--- src/rtl/control_block.sv ---
// Round/write-back sequencer for a SHA-256 compression core: sweeps the 64 rounds,
// then drives an 8-word hash write-back and parks in DONE until reset.
module control_block #(
  parameter int ROUNDS    = 64,
  parameter int MSG_WORDS = 16,
  parameter int OUT_WORDS = 8
) (
  input  logic                         cnt,
  input  logic                         reset,
  output logic [$clog2(MSG_WORDS)-1:0] in_mem_addr,
  output logic [$clog2(ROUNDS)-1:0]    k_num,
  output logic [3:0]                   out_mem_addr,
  output logic                         en_mem_out
);

  localparam int STEP_W = $clog2(ROUNDS);
  localparam int AIN_W  = $clog2(MSG_WORDS);
  localparam int WCNT_W = $clog2(OUT_WORDS);

  typedef enum logic [1:0] {
    ST_ROUND = 2'd0,
    ST_WRITE = 2'd1,
    ST_DONE  = 2'd2
  } state_e;

  state_e              state_q, state_d;
  logic [STEP_W-1:0]   step_q, step_d;
  logic [WCNT_W-1:0]   wcnt_q, wcnt_d;
  logic [AIN_W-1:0]    in_mem_addr_q, in_mem_addr_d;
  logic [STEP_W-1:0]   k_num_q, k_num_d;
  logic [3:0]          out_mem_addr_q, out_mem_addr_d;
  logic                en_mem_out_q, en_mem_out_d;

  always_comb begin
    // NOTE: every signal gets a default first so no path through the case infers a latch.
    state_d = state_q;
    step_d  = step_q;
    wcnt_d  = wcnt_q;

    unique case (state_q)
      ST_ROUND: begin
        if (step_q == STEP_W'(ROUNDS - 1)) begin
          state_d = ST_WRITE;
          wcnt_d  = '0;
        end else begin
          step_d = step_q + 1'b1;
        end
      end
      ST_WRITE: begin
        if (wcnt_q == WCNT_W'(OUT_WORDS - 1)) state_d = ST_DONE;
        else                                   wcnt_d  = wcnt_q + 1'b1;
      end
      ST_DONE: ;
      default: state_d = ST_DONE;
    endcase
  end

  // Outputs are decoded from the next state and registered, so they change with the state.
  always_comb begin
    k_num_d        = step_d;
    in_mem_addr_d  = (step_d < STEP_W'(MSG_WORDS)) ? step_d[AIN_W-1:0] : AIN_W'(MSG_WORDS - 1);
    en_mem_out_d   = (state_d == ST_WRITE);
    out_mem_addr_d = (state_d == ST_ROUND) ? 4'd0 : 4'(wcnt_d);
  end

  // NOTE: sequential state uses non-blocking assignments so all registers update together.
  always_ff @(posedge cnt or posedge reset) begin
    if (reset) begin
      state_q        <= ST_ROUND;
      step_q         <= '0;
      wcnt_q         <= '0;
      in_mem_addr_q  <= '0;
      k_num_q        <= '0;
      out_mem_addr_q <= '0;
      en_mem_out_q   <= 1'b0;
    end else begin
      state_q        <= state_d;
      step_q         <= step_d;
      wcnt_q         <= wcnt_d;
      in_mem_addr_q  <= in_mem_addr_d;
      k_num_q        <= k_num_d;
      out_mem_addr_q <= out_mem_addr_d;
      en_mem_out_q   <= en_mem_out_d;
    end
  end

  assign in_mem_addr  = in_mem_addr_q;
  assign k_num        = k_num_q;
  assign out_mem_addr = out_mem_addr_q;
  assign en_mem_out   = en_mem_out_q;

endmodule

--- config.mk ---
export PLATFORM = sky130hd
export DESIGN_NAME = control_block
export DESIGN_NICKNAME = d
export VERILOG_FILES = /design/src/rtl/control_block.sv
export SDC_FILE = /design/constraint.sdc
export NUM_CORES = 1
export LEC_CHECK = 0
export ABC_AREA = 1
export BUFFER_PORTS_ARGS = -buffer_cell sky130_fd_sc_hd__buf_2
export CAP_MARGIN = 10
export CORE_MARGIN = 2
export CORE_UTILIZATION = 47
export DETAILED_ROUTE_END_ITERATION = 7
export MAX_ROUTING_LAYER = met4
export PLACE_DENSITY = 0.72
export SYNTH_ARGS = -nofsm -noshare
export SYNTH_HDL_FRONTEND = slang
export SYNTH_SLANG_ARGS = --single-unit
--- constraint.sdc ---
create_clock -name cnt -period 1.13 [get_ports cnt]
set_input_delay 0.2825 -clock cnt [delete_from_list [all_inputs] [get_ports cnt]]
set_output_delay 0.2825 -clock cnt [all_outputs]
set_load 0.1 [all_outputs]
==> results of run 1 <==
what timing repair did:
action / 4_1_cts
hold buffers: 1
setup buffers: 10
hold endpoints to repair: 19
setup endpoints to repair: 29
gates resized for setup: 19
pin swaps: 8
kinds of logic after synthesis:
| kind of cell | Yosys count |
|---|---|
| simple gates | 46 |
| buf+inv | 21 |
| flops | 19 |
| compound gates | 9 |
| fa+ha+maj | 2 |
| xor+xnor | 1 |
| other cells | 1 |
metrics by stage:
stage | instance area [µm²] | worst slack (ns) | setup TNS (ns) | std cells
after global placement | 1410 | -0.167 | -1.15 | 157
after floorplan | 963 | -0.329 | -3.63 | 99
after CTS | 1600 | -0.331 | -5.15 | 172
after detailed placement | 1410 | -0.226 | -1.79 | 157
==> reports/results.txt, run 1 <==
Last stage reached: global routing (5_1_grt)
Type of pin the worst path ends at: sequential cell input
I/O Buffers: 15
Initial antenna violation count: 0
Effective utilization at floorplan: 51.1%
Synth Register Bits: 19
Number of instances in the synthesized netlist: 99
Result of the run: stopped before the end
Number of CTS-inserted buffers: 3
Post-detail-place hpwl: 1680 µm
Last reported worst endpoint of the global-route repair pass: in_mem_addr[2]$_DFF_PP0_/D
Simple-gate share of the synthesized area: 26.4%
Number of synthesis warnings: 0
Maximum root-to-sink buffer count: 2
Portion of the post-synthesis area used by sequential elements: 52.7%
Adder-Cell Fraction of Synth Area: 2.77%
Tool error: [ERROR DPL-0033] detailed placement checks failed during check placement.
Compound-Gate Fraction of Synth Area: 6.80%
Post-Synthesis Cell Area: 902 µm²
Share of Yosys cell area claimed by the top area cell type: 52.7%
CTS Sinks: 19
Number of distinct library cell variants in the gate-level netlist after synthesis: 24
List of most frequent post-synthesis cells: sky130_fd_sc_hd__dfrtp_1 (19), sky130_fd_sc_hd__inv_1 (17), sky130_fd_sc_hd__nand2_1 (17)
Most numerous cell in the Yosys netlist: sky130_fd_sc_hd__dfrtp_1
Number of core rows: 15
Share of synthesized area spent on multiplexers: 0%
Pin count of the biggest net entering global routing: 20
Total nets after synthesis: 103
Boundary pin count: 17
Leading area contributor after synthesis: sky130_fd_sc_hd__dfrtp_1
Share of flip-flops with an asynchronous set or reset: 100%
Global placer's final weighted congestion: 0.815
XOR/XNOR share of the synthesized area: 0.971%
Horizontal die dimension: 47.8 µm
H-tree depth reported by CTS: 1
Clock root buffer master: sky130_fd_sc_hd__clkbuf_4
Synthesized area per cell: 9.11 µm²
Most instantiated flip-flop cell in the synthesis netlist: sky130_fd_sc_hd__dfrtp_1
Combinational family with the most area after synthesis: simple AND/OR/NAND/NOR gates
Number of flops mapped to enable cells by yosys: 0
Cell types occupying the most area after synthesis: sky130_fd_sc_hd__dfrtp_1 (53%), sky130_fd_sc_hd__inv_1 (7.1%), sky130_fd_sc_hd__nand2_1 (7.1%)
Die Y: 47.8 µm
==> run 2, diff against run 1 <==
--- a/config.mk
+++ b/config.mk
@@ -8,11 +8,10 @@
 export ABC_AREA = 1
 export BUFFER_PORTS_ARGS = -buffer_cell sky130_fd_sc_hd__buf_2
 export CAP_MARGIN = 10
-export CORE_MARGIN = 2
-export CORE_UTILIZATION = 47
+export CORE_AREA = 2 2 63 65
 export DETAILED_ROUTE_END_ITERATION = 7
-export MAX_ROUTING_LAYER = met4
-export PLACE_DENSITY = 0.72
+export DIE_AREA = 0 0 65 67
+export PLACE_DENSITY_LB_ADDON = 0.15
 export SYNTH_ARGS = -nofsm -noshare
 export SYNTH_HDL_FRONTEND = slang
 export SYNTH_SLANG_ARGS = --single-unit
==> constraint.sdc (replaced) <==
create_clock -name cnt -period 1.47 [get_ports cnt]
set_input_delay 0.3675 -clock cnt [delete_from_list [all_inputs] [get_ports cnt]]
set_output_delay 0.3675 -clock cnt [all_outputs]
set_load 0.1 [all_outputs]
==> reports/results.txt, run 2 <==
Maximum root-to-sink buffer count: 2 (unchanged)
I/O Buffers: 15 (unchanged)
Post-Synthesis Cell Area: 902 µm² (unchanged)
Number of core rows: 22 (+7)
Worst EP arrival: 1.03 ns
H-tree depth reported by CTS: 1 (unchanged)
Clock Skews: 0.00719 ns
Most frequent standard cell in the layout excluding fill and tap cells: sky130_fd_sc_hd__inv_1
Boundary pin count: 17 (unchanged)
Global placer's final weighted congestion: 0.755 (-7.4%)
Clock tree from TritonCTS: yes
Origin of the worst setup path: in_mem_addr[0]
DR vias: 681
Ratio of total power to cell area: 762 nW/µm²
Clock root buffer master: sky130_fd_sc_hd__clkbuf_8
Fraction of the cycle the final worst path needs: 95.0%
Share of flip-flops with an asynchronous set or reset: 100% (unchanged)
Post-route antenna net violation count: 0
Max stage delay on crit path: 0.42 ns
Synth Register Bits: 19 (unchanged)
Class of the tightest hold or removal check: primary input to async pin
Drt pass-1 iters: 4
Cell Chain, Critical Path: buf_2
Final instance count without filler cells: 166
Remaining global-route overflow: 0
Count of routing violations after the opening detailed-route iteration: 23
Leading area contributor after synthesis: sky130_fd_sc_hd__dfrtp_1
Most numerous cell in the Yosys netlist: sky130_fd_sc_hd__dfrtp_1
Overall routed net length: 1920 µm
Static leakage: 0.609 nW
Horizontal die dimension: 65 µm (+36%)
Final Hold Viols: 0
Relative area change from synthesis to final layout: 35.2%
Total core area: 3610 µm²
Number of synthesis warnings: 0 (unchanged)
Die Y: 67 µm (+40%)
Max reg flops: 6
Peak Freq: 716 MHz
Number of remaining DRC errors: 0
Crit start category: flop
Average wire per standard cell: 11.6 µm
Worst-path fanout max: 1
Number of distinct library cell variants in the gate-level netlist after synthesis: 24 (unchanged)
Detail-routed via count per cell: 4.10
Effective utilization at floorplan: 25.0% (-26 points)
First-pass GRT wire length: 3170 µm
Post-detail-place hpwl: 1410 µm (-16%)
Final-report setup violation count: 0
Clock-pin slew on the worst setup and hold paths: 0.08 ns
Reported max-cap violation count: 0
Max IR drop VDD: 0.248 mV
Most instantiated flip-flop cell in the synthesis netlist: sky130_fd_sc_hd__dfrtp_1
Overall Global Routing Usage: 9.88%
Critical Path End Type: primary output
Number of instances in the synthesized netlist: 99 (unchanged)
Post-CTS setup buffer count: 0 (-10)
Minimum hold slack: 0.110 ns
Startpoint of the worst-slack reg-to-reg timing path: k_num[1]
Number of instances in the placed design: 162 (+3.2%)
Layout cells sized above 1: 42.4%
Pin count of the biggest net entering global routing: 20
Share of Yosys cell area claimed by the top area cell type: 52.7% (unchanged)
Initial antenna violation count: 0
Unrepaired setup endpoints after global routing: false
Result of the run: complete, no violations
Buffers & Inverters on Critical Path: 1
Source-to-sink clock delay at the later pin of the worst-skew pair: 0.27 ns
Diodes inserted: 0
CTS Sinks: 19 (unchanged)
Total nets after synthesis: 103 (unchanged)
Most used cells in the layout excluding fill and tap cells: sky130_fd_sc_hd__inv_1 (16), sky130_fd_sc_hd__nand2_1 (15), sky130_fd_sc_hd__dfrtp_1 (13), sky130_fd_sc_hd__buf_2 (9), sky130_fd_sc_hd__nand2_2 (8)
Final-report max-slew violation count: 0
List of most frequent post-synthesis cells: sky130_fd_sc_hd__dfrtp_1 (19), sky130_fd_sc_hd__inv_1 (17), sky130_fd_sc_hd__nand2_1 (17)
Number of flops mapped to enable cells by yosys: 0 (unchanged)
Post-layout total power: 929 µW
Number of CTS-inserted buffers: 3 (unchanged)
Portion of the post-synthesis area used by sequential elements: 52.7% (unchanged)
Cell types occupying the most area after synthesis: sky130_fd_sc_hd__dfrtp_1 (53%), sky130_fd_sc_hd__inv_1 (7.1%), sky130_fd_sc_hd__nand2_1 (7.1%)
Start-to-end type of the worst setup path: flop to primary output
Number of global-route vias before repair: 697
Family with the most delay on the worst path: buffers and inverters
Final nets: 123
Required time at the endpoint of the critical path: 1.10 ns
Synthesized area per cell: 9.11 µm² (unchanged)
Critical-path top delay cell: sky130_fd_sc_hd__buf_2
Total Die Area: 4360 µm²
Final critical-path required period: 1.40 ns
## run 2: cell counts after synthesis
No cell type changed its count.
## run 2: layer usage
metal  vias up  wire [µm]  global-route usage (%)
met3         3         72                    2.20
met1       319        889                    12.4
met2        13        920                    16.0
met5         -          0                       0
li1        346          -                       -
met4         0         36                    4.79
## run 2: final timing paths
check                                 endpoint  slack (ns)  depth (start not counted)
worst max-delay path            in_mem_addr[0]        0.07                          1
worst min-delay path            in_mem_addr[0]        0.11                          3
worst max register to register  in_mem_addr[1]        0.11                          7
worst min register to register       wcnt_q[1]        0.58                          2
max in group asynchronous             k_num[1]        1.12                          3
min in group cnt                     wcnt_q[1]        0.58                          2
## run 2: per-stage QoR
stage | worst slack, ns | setup TNS (ns) | cell area, µm² | util (%)
final | 0.0739 | 0 | 1220 | 33.8
after global routing | 0.00281 | 0 | 1220 | 33.8
after CTS | 0.0525 | 0 | 1200 | 33.3
after detailed placement | 0.0798 | 0 | 1160 | 32.1
after global placement | 0.0996 | 0 | 1160 | 32.1
after floorplan | -0.0114 | -0.0255 | 935 | -
## run 2: area by class of cell
type / count / area, µm²
clock buffers: 3 / 41.3
clock inverters: 1 / 5.00
fillers: 382 / 2390
flip-flops and latches: 19 / 488
inverters: 19 / 71.3
multi-input cells: 59 / 374
repair buffers: 17 / 180
well taps: 48 / 60.1
## run 2: logic make-up (layout without fill, tap and decap cells)
| family | count (synthesis) | after routing | synth area share (%) |
|---|---|---|---|
| other cells | 1 | 1 | 0.416 |
| flops | 19 | 19 | 52.7 |
| fa+ha+maj | 2 | 2 | 2.77 |
| compound gates | 9 | 9 | 6.80 |
| buf+inv | 21 | 40 | 9.99 |
| simple gates | 46 | 46 | 26.4 |
| xor+xnor | 1 | 1 | 0.971 |
## run 2: repair_timing
action | 4_1_cts | 5_1_grt
endpoints found under the hold margin | 0 | 0
gates resized for setup | 0 | 4
setup endpoints to repair | 0 | 2
hold buffers | 0 | 0
## run 2: where the power goes
group	leakage [nW]	internal (mW)	switching, mW	total, mW
clock network	0.0255	0.189	0.193	0.382
logic	0.360	0.00291	0.0220	0.0249
registers	0.224	0.522	0	0.522
total	0.609	0.714	0.215	0.929
(Power assumes the default switching activity.)
